`src/rtl/tx_bit_timer_if.sv`:
```
// Control/strobe bundle between the TX controller (master) and tx_bit_timer (slave).
interface tx_bit_timer_if #(
  parameter int unsigned BITS_PER_BYTE = 8
);
  localparam int unsigned BW = $clog2(BITS_PER_BYTE);

  logic          timer_enable;
  logic          clear;
  logic          stuff_stall;
  logic          shift_strobe;
  logic          load_req;
  logic          byte_done;
  logic [BW-1:0] bit_index;

  modport master (
    output timer_enable, clear, stuff_stall,
    input  shift_strobe, load_req, byte_done, bit_index
  );

  modport slave (
    input  timer_enable, clear, stuff_stall,
    output shift_strobe, load_req, byte_done, bit_index
  );
endinterface

```
`src/rtl/tx_bit_timer.sv`:
```
// USB TX bit/byte timer: bit-period divider, bit counter and shift/load/done strobes.
// Optional TX_TIMER_STALL_EN: stuff_stall holds the bit count on a bit-end edge.
module tx_bit_timer #(
  parameter int unsigned CLKS_PER_BIT  = 8,
  parameter int unsigned BITS_PER_BYTE = 8,
  parameter int unsigned LOAD_LEAD     = 1
) (
  input  logic           clk,
  input  logic           rst,
  tx_bit_timer_if.slave  tif
);
  localparam int unsigned CW = (CLKS_PER_BIT > 1) ? $clog2(CLKS_PER_BIT) : 1;
  localparam int unsigned BW = $clog2(BITS_PER_BYTE);
  localparam logic [CW-1:0] CYC_LAST = CW'(CLKS_PER_BIT - 1);
  localparam logic [BW-1:0] BIT_LAST = BW'(BITS_PER_BYTE - 1);
  localparam logic [BW-1:0] LOAD_AT  = BW'(BITS_PER_BYTE - LOAD_LEAD);

  logic [CW-1:0] cycle_cnt_q, cycle_cnt_d;
  logic [BW-1:0] bit_cnt_q,   bit_cnt_d;
  logic          shift_strobe_q, shift_strobe_d;
  logic          load_req_q,     load_req_d;
  logic          byte_done_q,    byte_done_d;
  logic          stall_c;

`ifdef TX_TIMER_STALL_EN
  assign stall_c = tif.stuff_stall;
`else
  logic unused_stuff_stall;
  assign unused_stuff_stall = tif.stuff_stall;
  assign stall_c = 1'b0;
`endif

  // Next-state: clear beats enable; strobes only on an enabled bit-end edge.
  always_comb begin
    cycle_cnt_d    = cycle_cnt_q;
    bit_cnt_d      = bit_cnt_q;
    shift_strobe_d = 1'b0;
    load_req_d     = 1'b0;
    byte_done_d    = 1'b0;
    if (tif.clear) begin
      cycle_cnt_d = '0;
      bit_cnt_d   = '0;
    end else if (tif.timer_enable) begin
      if (cycle_cnt_q == CYC_LAST) begin
        cycle_cnt_d    = '0;
        shift_strobe_d = 1'b1;
        if (!stall_c) begin
          if (bit_cnt_q == BIT_LAST) begin
            bit_cnt_d   = '0;
            byte_done_d = 1'b1;
          end else begin
            bit_cnt_d  = bit_cnt_q + BW'(1);
            load_req_d = ((bit_cnt_q + BW'(1)) == LOAD_AT);
          end
        end
      end else begin
        cycle_cnt_d = cycle_cnt_q + CW'(1);
      end
    end
  end

  always_ff @(posedge clk) begin
    if (rst) begin
      cycle_cnt_q    <= '0;
      bit_cnt_q      <= '0;
      shift_strobe_q <= 1'b0;
      load_req_q     <= 1'b0;
      byte_done_q    <= 1'b0;
    end else begin
      cycle_cnt_q    <= cycle_cnt_d;
      bit_cnt_q      <= bit_cnt_d;
      shift_strobe_q <= shift_strobe_d;
      load_req_q     <= load_req_d;
      byte_done_q    <= byte_done_d;
    end
  end

  assign tif.shift_strobe = shift_strobe_q;
  assign tif.load_req     = load_req_q;
  assign tif.byte_done    = byte_done_q;
  assign tif.bit_index    = bit_cnt_q;
endmodule
```
`src/flat_wrapper.sv`:
```
// flat-port wrapper written by rule: the top's interface ports become plain ports
module tx_bit_timer_flat 
#(
  parameter int unsigned CLKS_PER_BIT  = 8,
  parameter int unsigned BITS_PER_BYTE = 8,
  parameter int unsigned LOAD_LEAD     = 1
)
  (clk, rst, tif_timer_enable, tif_clear, tif_stuff_stall, tif_shift_strobe, tif_load_req, tif_byte_done, tif_bit_index);
  tx_bit_timer_if #(.BITS_PER_BYTE(BITS_PER_BYTE)) tif_i ();
  input  logic clk;
  input  logic rst;
  input wire logic [$bits(tif_i.timer_enable)-1:0] tif_timer_enable;
  input wire logic [$bits(tif_i.clear)-1:0] tif_clear;
  input wire logic [$bits(tif_i.stuff_stall)-1:0] tif_stuff_stall;
  output wire logic [$bits(tif_i.shift_strobe)-1:0] tif_shift_strobe;
  output wire logic [$bits(tif_i.load_req)-1:0] tif_load_req;
  output wire logic [$bits(tif_i.byte_done)-1:0] tif_byte_done;
  output wire logic [$bits(tif_i.bit_index)-1:0] tif_bit_index;
  assign tif_i.timer_enable = tif_timer_enable;
  assign tif_i.clear = tif_clear;
  assign tif_i.stuff_stall = tif_stuff_stall;
  assign tif_shift_strobe = tif_i.shift_strobe;
  assign tif_load_req = tif_i.load_req;
  assign tif_byte_done = tif_i.byte_done;
  assign tif_bit_index = tif_i.bit_index;
  tx_bit_timer #(.CLKS_PER_BIT(CLKS_PER_BIT), .BITS_PER_BYTE(BITS_PER_BYTE), .LOAD_LEAD(LOAD_LEAD)) u_core (.clk(clk), .rst(rst), .tif(tif_i));
endmodule
```
`config.mk`:
```
export PLATFORM = sky130hd
export DESIGN_NAME = tx_bit_timer_flat
export DESIGN_NICKNAME = d
export VERILOG_FILES = /design/src/rtl/tx_bit_timer_if.sv /design/src/rtl/tx_bit_timer.sv /design/src/flat_wrapper.sv
export SDC_FILE = /design/constraint.sdc
export NUM_CORES = 1
export LEC_CHECK = 0
export ABC_CLOCK_PERIOD_IN_PS = 1300
export CAP_MARGIN = 20
export CORE_AREA = 2 2 39 41
export DETAILED_ROUTE_END_ITERATION = 6
export DIE_AREA = 0 0 41 43
export GPL_ROUTABILITY_DRIVEN = 0
export MAX_ROUTING_LAYER = met4
export PLACE_DENSITY = 0.64
export SETUP_SLACK_MARGIN = 0.5
export SLEW_MARGIN = 20
export SYNTH_ARGS = -nofsm -noshare
export SYNTH_HDL_FRONTEND = slang
export SYNTH_SLANG_ARGS = --single-unit
```
`constraint.sdc`:
```
create_clock -name clk -period 1.3 [get_ports clk]
set_input_delay 0.13 -clock clk [delete_from_list [all_inputs] [get_ports clk]]
set_output_delay 0.13 -clock clk [all_outputs]
set_load 0.01 [all_outputs]
```
### After elaboration in Yosys (flattened, before gate mapping)

Index checks and enable logic that the tools add are counted.

| word-level totals | value |
|---|---|
| word-level logic and storage cells | 21 |
| output and inout bits | 6 |
| bits of input ports | 5 |
| bits in registers | 9 |

| cells by class | value |
|---|---|
| reductions and logical operators | 5 |
| $add $sub $neg | 2 |
| equality and inequality tests | 3 |
| multiplexer cells | 4 |
| bitwise logic cells | 2 |

Operators with widths:

| cell | number |
|---|---|
| $eq 3x3->1 const B | 3 |
| $add 3x1->3 const B | 2 |
| $mux 3 | 2 |
| $reduce_or 5->1 | 1 |
| $reduce_or 4->1 | 1 |
| $reduce_or 3->1 | 1 |
| $mux 1 | 2 |
| $not 1->1 | 2 |
| $reduce_and 2->1 | 1 |
| $reduce_or 2->1 | 1 |

### Depth between registers and ports, before layout

| logic depth | value |
|---|---|
| depth in word-level cells | 3 |
| depth in mapped cells | 4 |
| mapped depth without buffers | 4 |

### Least setup slack after synthesis

OpenSTA, ideal clock, no wires.

| timing | value |
|---|---|
| path kind | register -> register |
| start | reg u_core.cycle_cnt_q[0] |
| end | reg u_core.cycle_cnt_q[0] |
| library setup time | 0.066 ns |
| data required time | 1.234 ns |
| data arrival time | 1.203 ns |
| path slack | 0.031 ns |
| path buffers | 0 |
| clock period less this slack | 1.269 ns |
| cell stages (with the launch flop) | 5 |
| cells stage by stage | dfxtp_1 -> ha_1 -> ha_1 -> or3b_1 -> a21oi_2 |

| between the ends | value |
|---|---|
| cells in the longest elaborated chain, start to end | 2 |
| elaborated cells on any way between the ends | 3 |
| those cells by class | add/sub (1); eq/ne (1); mux (1) |

Ends and longest elaborated chain:

| element | RTL line | text |
|---|---|---|
| from (decl) | tx_bit_timer.sv:18 | `logic [CW-1:0] cycle_cnt_q, cycle_cnt_d;` |
| from (signal assigned) | tx_bit_timer.sv:70 | `cycle_cnt_q <= cycle_cnt_d;` |
| $add 3x1->3 / $eq 3x3->1 (equally long branches) | tx_bit_timer.sv:57, tx_bit_timer.sv:44 |  |
| $mux 3 (*) | tx_bit_timer.sv:44 | `if (cycle_cnt_q == CYC_LAST) begin` |

Every way passes the cells marked *; elsewhere a longest branch is shown, timed or not.
A chain may end at the register's enable or synchronous reset.

### Worst setup path in the final report

| timing | value |
|---|---|
| start | reg u_core.cycle_cnt_q[1] |
| end | reg u_core.cycle_cnt_q[0] |

| between the ends | value |
|---|---|
| cells in the longest elaborated chain, start to end | 2 |

Ends and longest elaborated chain:

| element | RTL line |
|---|---|
| $eq 3x3->1 | tx_bit_timer.sv:44 |
| $mux 3 | tx_bit_timer.sv:44 |

No other way between the ends.

==> flow_results.xml <==
<?xml version="1.0" encoding="UTF-8"?>
<metrics>
  <group name="yosys">
    <metric name="synthXorXnorAreaFrac" unit="">0</metric>
    <metric name="yosys.area_share.simple" unit="">0.179</metric>
    <metric name="synthesized_area_fraction_occupied_by_ao_oa_aoi_and_oai_cells" unit="">0.127</metric>
    <metric name="mean_area_per_synthesized_cell" unit="sq um">10.6</metric>
    <metric name="ys_seq_elements" unit="">9</metric>
    <metric name="post_synth_instance_area" unit="sq um">413</metric>
    <metric name="netlist.top_cell.by_area" unit="">sky130_fd_sc_hd__dfxtp_1</metric>
    <metric name="postSynthNetCount" unit="">49</metric>
    <metric name="synth.top_cells.by_area" unit="">sky130_fd_sc_hd__dfxtp_1 (44%), sky130_fd_sc_hd__ha_1 (15%), sky130_fd_sc_hd__a21bo_2 (4.8%)</metric>
    <metric name="synth.mux.area_fraction" unit="">0.0485</metric>
    <metric name="ys_seq_area_frac" unit="">0.436</metric>
    <metric name="dominant_combinational_cell_family_by_area_after_synthesis" unit="">simple AND/OR/NAND/NOR gates</metric>
    <metric name="synth.lib_cells_used.distinct" unit="">19</metric>
    <metric name="yosys_warnings" unit="">0</metric>
    <metric name="postSynthCellCount" unit="">39</metric>
    <metric name="synth_fa_ha_area_frac" unit="">0.152</metric>
    <metric name="synth_top_area_share" unit="">0.436</metric>
  </group>
  <group name="critical_path">
    <metric name="worst_ep_required_time" unit="ns">1.49</metric>
    <metric name="max_stage_delay" unit="ns">0.36</metric>
    <metric name="timing.setup.critical_path_class" unit="">register to register</metric>
    <metric name="crit_chain" unit="">ha_4 &gt; ha_4 &gt; or3b_1 &gt; a21oi_2</metric>
    <metric name="critPathLaunchType" unit="">register</metric>
    <metric name="critical_path_arrival" unit="ns">1.38</metric>
    <metric name="crit_fanout" unit="">2</metric>
    <metric name="crit_top_cell" unit="">sky130_fd_sc_hd__ha_4</metric>
    <metric name="critPathCaptureType" unit="">register</metric>
    <metric name="slowest_stage" unit="">sky130_fd_sc_hd__or3b_1</metric>
  </group>
  <group name="timing">
    <metric name="hold-worst-slack" unit="ns">0.408</metric>
    <metric name="maxSlewHeadroom" unit="">0.881</metric>
    <metric name="tightest_slew" unit="ns">0.173</metric>
    <metric name="layout_min_cycle_time" unit="ns">1.19</metric>
    <metric name="clock_skew" unit="ns">0.00328</metric>
    <metric name="rsz0062_at_grt" unit="">true</metric>
    <metric name="setup-violations-final" unit="">0</metric>
    <metric name="maxClockFrequency" unit="MHz">838</metric>
    <metric name="timing.final.crit_share" unit="">0.918</metric>
    <metric name="finalHoldViolCount" unit="">0</metric>
    <metric name="fin_setup_tns" unit="ns">0</metric>
    <metric name="drv_slew" unit="">0</metric>
  </group>
  <group name="routing">
    <metric name="avgViaCountPerCell" unit="">4.44</metric>
    <metric name="drt_pass1_iterations" unit="">2</metric>
    <metric name="drtIter0Drc" unit="">2</metric>
    <metric name="antenna_nets_post_route" unit="">0</metric>
    <metric name="route.final.wire_length" unit="microns">748</metric>
    <metric name="number_of_remaining_drc_errors" unit="">0</metric>
    <metric name="via_count" unit="">324</metric>
    <metric name="post_drt_wl_per_cell" unit="microns">10.2</metric>
  </group>
  <group name="clock_tree">
    <metric name="cts.reportedPaths.clkPinSlew" unit="ns">0.06</metric>
    <metric name="tritoncts" unit="">done</metric>
    <metric name="clkSinkCount" unit="">9</metric>
    <metric name="htree_levels" unit="">1</metric>
    <metric name="holdBufCountCts" unit="">0</metric>
    <metric name="cts_inserted_buffers" unit="">3</metric>
    <metric name="clockBufferDepth" unit="">2</metric>
    <metric name="buffer_type_at_the_clock_tree_root" unit="">sky130_fd_sc_hd__clkbuf_4</metric>
    <metric name="worstSkewPairLatency" unit="ns">0.25</metric>
  </group>
  <group name="floorplan">
    <metric name="design.core.area" unit="sq um">1380</metric>
    <metric name="die-height" unit="microns">43</metric>
    <metric name="floorplan.die.width" unit="microns">41</metric>
    <metric name="die-area" unit="sq um">1760</metric>
    <metric name="row_count" unit="">14</metric>
    <metric name="ios" unit="">11</metric>
    <metric name="start_util" unit="">0.298</metric>
  </group>
  <group name="layout">
    <metric name="fin_nets" unit="">68</metric>
    <metric name="flow.area_growth_from_synthesis" unit="%">66.7</metric>
    <metric name="num_antenna_cells" unit="">0</metric>
    <metric name="number_of_inserted_filler_cells_in_the_final_layout" unit="">131</metric>
    <metric name="post_route_cells_drive_above_1_share" unit="">0.667</metric>
  </group>
  <group name="pwr">
    <metric name="comb_power_share" unit="">0.084</metric>
    <metric name="p_clk_frac" unit="">0.393</metric>
    <metric name="fin_total_pwr" unit="uW">524</metric>
    <metric name="cellInternalPower" unit="uW">414</metric>
    <metric name="seqPwrFrac" unit="">0.522</metric>
    <metric name="switching_share" unit="">0.210</metric>
    <metric name="net-switching-power" unit="uW">110</metric>
    <metric name="power.leakage" unit="nW">0.263</metric>
    <metric name="power.density" unit="nW/um^2">761</metric>
    <metric name="power.ir.vdd_worst" unit="mV">0.656</metric>
  </group>
  <group name="global_route">
    <metric name="grt.overflow.total" unit="">0</metric>
    <metric name="grt_first_pass_wirelength" unit="microns">1150</metric>
    <metric name="grt_util_all_layers" unit="">0.108</metric>
    <metric name="grt_start_max_net_pins" unit="">8</metric>
    <metric name="antenna_found_initial" unit="">0</metric>
    <metric name="grt_pass1_vias" unit="">284</metric>
  </group>
  <group name="job">
    <metric name="drv.max_cap_violation_count" unit="">0</metric>
  </group>
  <group name="hold_path">
    <metric name="worst_hold_path_type" unit="">primary input to register</metric>
  </group>
  <group name="place">
    <metric name="final_hpwl_dp" unit="microns">521</metric>
    <metric name="numPortBuffers" unit="">9</metric>
  </group>
  <group name="run_status">
    <metric name="outcome" unit="">complete, no violations</metric>
  </group>
</metrics>
-- placed cells by master, fill, tap and decap left out, drive strengths merged --
master	count
clkbuf	4
ha	5
nand4bb	1
a21oi	4
nand2	2
dlygate4sd2	1
clkdlybuf4s50	2
nand3	1
a311oi	1
nor3	1
dfxtp	9
a21bo	2
buf	13
nor2	3
or3b	1
nor4	1
or2	1
mux2i	2
inv	2
nand2b	1
-- per-layer routing --
metal | part of all wire | global-route usage | wire length, microns | vias up
li1 | - | - | - | 172
met4 | 0.0094 | 0.0200 | 7 | 0
met1 | 0.42 | 0.118 | 311 | 141
met3 | 0.078 | 0.0942 | 58 | 2
met5 | 0 | - | 0 | -
met2 | 0.49 | 0.147 | 370 | 9
-- worst paths after layout --
check | from | cells past startpoint | slack, ns | end
setup / recovery | u_core.cycle_cnt_q[1] | 4 | 0.11 | u_core.cycle_cnt_q[0]
hold reg to reg | u_core.cycle_cnt_q[1] | 2 | 0.55 | u_core.cycle_cnt_q[1]
setup reg to reg | u_core.cycle_cnt_q[1] | 4 | 0.11 | u_core.cycle_cnt_q[0]
hold / removal | tif_timer_enable | 3 | 0.41 | u_core.cycle_cnt_q[0]
-- critical path, delay by kind of cell (launching register included) --
family	cells	cell delay, ns
fa+ha+maj	2	0.31
compound gates	1	0.13
flops	1	0.33
simple gates	1	0.36
-- cells in the mapped netlist, drive strengths merged --
| cell type | n |
|---|---|
| nand3 | 1 |
| dfxtp | 9 |
| or2 | 1 |
| nand4bb | 1 |
| buf | 2 |
| mux2i | 2 |
| ha | 5 |
| a21oi | 4 |
| nand2b | 1 |
| inv | 2 |
| nor3 | 1 |
| nor2 | 3 |
| a311oi | 1 |
| a21bo | 2 |
| nor4 | 1 |
| or3b | 1 |
| nand2 | 2 |
-- layout make-up --
type | count | area [sq um] | share of cell area
multi-input cells | 26 | 305 | 0.444
flip-flops and latches | 9 | 194 | 0.282
repair buffers | 16 | 135 | 0.196
clock buffers | 4 | 26.3 | 0.0382
well taps | 16 | 20.0 | 0.0291
inverters | 2 | 7.51 | 0.0109
-- through the flow --
step	cells	instance area, sq um	setup slack, ns	utilization
6_report	73	688	0.107	0.497
5_1_grt	73	688	0.0711	0.497
4_1_cts	72	644	0.0985	0.466
3_5_place_dp	65	586	0.0613	0.423
3_3_place_gp	65	586	0.0718	0.423
2_1_floorplan	39	469	0.129	-
-- cells by family (layout without fill, tap and decap cells) --
family                   Yosys count  in the layout
AO/OA/AOI/OAI                      7              7
AND/OR/NAND/NOR                   12             12
multiplexers                       2              2
buffers and inverters              4             22
flip-flops                         9              9
adder cells (fa/ha/maj)            5              5
-- power by group through the flow --
stage	Combinational [mW]	Sequential, mW	Clock [mW]
after CTS	0.0417	0.276	0.218
after global placement	0.0332	0.284	0
after detailed placement	0.0339	0.284	0
final	0.0441	0.274	0.206
after floorplan	0.0191	0.284	0
after global routing	0.0487	0.274	0.228
-- state kept, by name, summed over array words and instances, names as in the netlist --
register and count:
u_core.tif.byte_done 1, u_core.tif.shift_strobe 1, u_core.tif.load_req 1, u_core.tif.bit_index 3
u_core.cycle_cnt_q 3
-- timing repair --
action / 4_1_cts / 5_1_grt
pin swaps: 3 / 6
buffers inserted: 2 / 1
cloned: 1 / 0
resized for setup: 33 / 13
setup endpoints to repair: 15 / 15
No activity file was read; power rests on OpenSTA's default activity.
==> patch: new RTL, same flow settings <==
`CLKS_PER_BIT` is set to 8 in 2 places; all go to 4.
--- a/src/rtl/tx_bit_timer.sv
+++ b/src/rtl/tx_bit_timer.sv
@@ -1,7 +1,7 @@
 // USB TX bit/byte timer: bit-period divider, bit counter and shift/load/done strobes.
 // Optional TX_TIMER_STALL_EN: stuff_stall holds the bit count on a bit-end edge.
 module tx_bit_timer #(
-  parameter int unsigned CLKS_PER_BIT  = 8,
+  parameter int unsigned CLKS_PER_BIT  = 4,
   parameter int unsigned BITS_PER_BYTE = 8,
   parameter int unsigned LOAD_LEAD     = 1
 ) (
--- a/src/flat_wrapper.sv
+++ b/src/flat_wrapper.sv
@@ -1,7 +1,7 @@
 // flat-port wrapper written by rule: the top's interface ports become plain ports
 module tx_bit_timer_flat 
 #(
-  parameter int unsigned CLKS_PER_BIT  = 8,
+  parameter int unsigned CLKS_PER_BIT  = 4,
   parameter int unsigned BITS_PER_BYTE = 8,
   parameter int unsigned LOAD_LEAD     = 1
 )
Formal check against the unedited RTL: not equivalent (a bounded check fails within 10 cycles, from zero or initial values).
==> patch against the unedited design <==
- sequential share of layout area is 0.71 points higher
- sequential cell count fell by 1
- wire length fell by 3.2%
- area after synthesis decreased by 9.7%
- via count shrank 2.5%
- power shrank 7.1%
- global-route usage is 0.78 points lower
- design area decreased by 10%
- final cell count down 6.8%
- fmax rose by 11%
- non-clock buffer count shrank 1
- synthesized cell count fell by 10%
- setup slack better by 0.11 ns
- critical endpoint unchanged
==> patch: results (changes against the unedited design) <==
[logic_synthesis]
ys_seq_area_share_pct = 42.95  ; -0.68 points
synth_area_leaders = dfxtp_1 43%, ha_1 13%, buf_6 6.0%
ys_types = 18  ; -1
synth_fp_nets = 44  ; -10%
synthTopCellsByCount = 8 x dfxtp_1, 4 x ha_1, 3 x a21oi_1

[placement]
place_area_sq_um = 523.0  ; -11%
dpl.hpwl_um = 474  ; -9.0%

[grt]
grt_max_degree = 10  ; +2
met2_usage_pct = 16.56  ; +1.9 points
grtUsageMet1_pct = 11.25  ; -0.51 points
grtUsageTotal_pct = 9.979  ; -0.78 points
grt_pass1_vias = 304  ; +7.0%
globalRouteMet3Util_pct = 1.571  ; -7.9 points
grt_pass1_wl_um = 1193  ; +3.6%

[final_layout]
drive_gt1_share_pct = 69.23  ; +2.6 points
n_antenna_cell = 0  ; unchanged
fin_nets = 62  ; -8.8%
largest_reg_flops = 3
fill_cells = 139  ; +6.1%

[routing]
firstDrtPassIters = 3  ; +1
drtIter0Drc = 5  ; +3
num_vias = 316  ; -2.5%
avgRoutedWirePerCell_um = 10.65  ; +3.9%

[run_status]
status = completed

[clock_network]
root_buffer = clkbuf_4
clock_latency_ns = 0.25  ; about the same
cts-buffers-inserted = 3  ; unchanged

[hold_path]
min_delay_path_depth = 2  ; -1
holdCritPathClass = reg2reg

[setup_path]
r2r_cells = 3  ; -1
crit_path_top_delay_cell = dfxtp_4
cp_max_fo = 7  ; +5

[power_and_ir_drop]
power_leakage_nw = 0.2356  ; -10%
p_int_mw = 0.3793  ; -8.4%
ir_worst_vdd_uv = 320.6  ; -51%

[timing]
max-slew-margin-rel_pct = 86.76  ; -1.4 points
finClkSkew_ns = 0.006644  ; +0.003364 ns

patch: cell types whose count changed in the layout (fill, tap and decap cells not counted), moves of 2 or more:
cell,unedited run,this run
a21oi_2,4,2
a21oi_1,0,2
dfxtp_1,4,1
nor2_2,2,0
buf_6,5,7
inv_2,0,2
buf_2,4,1
inv_1,2,0
nand2_2,0,2
patch: what timing repair did:
action	in CTS	in global routing
hold endpoints to repair	0	0
hold buffers	0	0
setup buffers	2	2
endpoints found under the setup margin	14	14
resized for setup	24	15
pin swaps	3	6
patch: area by class of cell:
type / instances / share of cell area (%)
Inverter: 2 / 1.212
Clock buffer: 4 / 4.242
Tap cell: 16 / 3.232
Multi-Input combinational cell: 23 / 38.99
Sequential cell: 8 / 28.89
Timing Repair Buffer: 15 / 23.43
patch: worst paths after layout:
kind,from,to,slack [ns]
max,u_core.cycle_cnt_q[0]$_SDFFE_PP0P_,u_core.cycle_cnt_q[0]$_SDFFE_PP0P_,0.22
min reg2reg,u_core.cycle_cnt_q[0]$_SDFFE_PP0P_,u_core.cycle_cnt_q[0]$_SDFFE_PP0P_,0.52
min,u_core.cycle_cnt_q[0]$_SDFFE_PP0P_,u_core.cycle_cnt_q[0]$_SDFFE_PP0P_,0.52
max reg2reg,u_core.cycle_cnt_q[0]$_SDFFE_PP0P_,u_core.cycle_cnt_q[0]$_SDFFE_PP0P_,0.22
patch: cells by family after synthesis:
| kind of cell | count (synthesis) | synth area share [%] |
|---|---|---|
| AOI/OAI and AO/OA | 7 | 14.09 |
| adders and majority gates | 4 | 13.42 |
| buffers and inverters | 4 | 8.054 |
| DFF | 8 | 42.95 |
| muxes | 1 | 2.685 |
| and+or+nand+nor | 11 | 18.79 |
patch: per-layer routing:
layer	vias to the layer above	share of wire, %
met5	-	0
met4	0	0
met3	0	5.2
met2	7	55
met1	149	40
li1	160	-
patch: critical path: cells and delay by family, from the launching register on:
family / cells / cell delay [ns]
AOI/OAI and AO/OA: 1 / 0.11
DFF: 1 / 0.36
and+or+nand+nor: 1 / 0.36
adders and majority gates: 1 / 0.19
patch: per-stage QoR:
step                      total power [mW]  instances  util (%)  setup slack [ns]
after global routing                0.5140         68     44.76            0.1858
after CTS                           0.4979         66     40.60            0.2355
final                               0.4869         68     44.76            0.2220
after global placement              0.2808         60     37.79           0.09246
after floorplan                     0.2713         35         -            0.2844
after detailed placement            0.2815         60     37.79           0.06240
patch: power by group through the flow:
stage               registers [mW]  clock network (mW)  logic [mW]
floorplan                    0.251                   0      0.0206
global route                 0.242               0.232      0.0395
CTS                          0.246               0.217      0.0357
detailed placement           0.251                   0      0.0305
finish                       0.242               0.208      0.0361
global placement             0.251                   0      0.0298
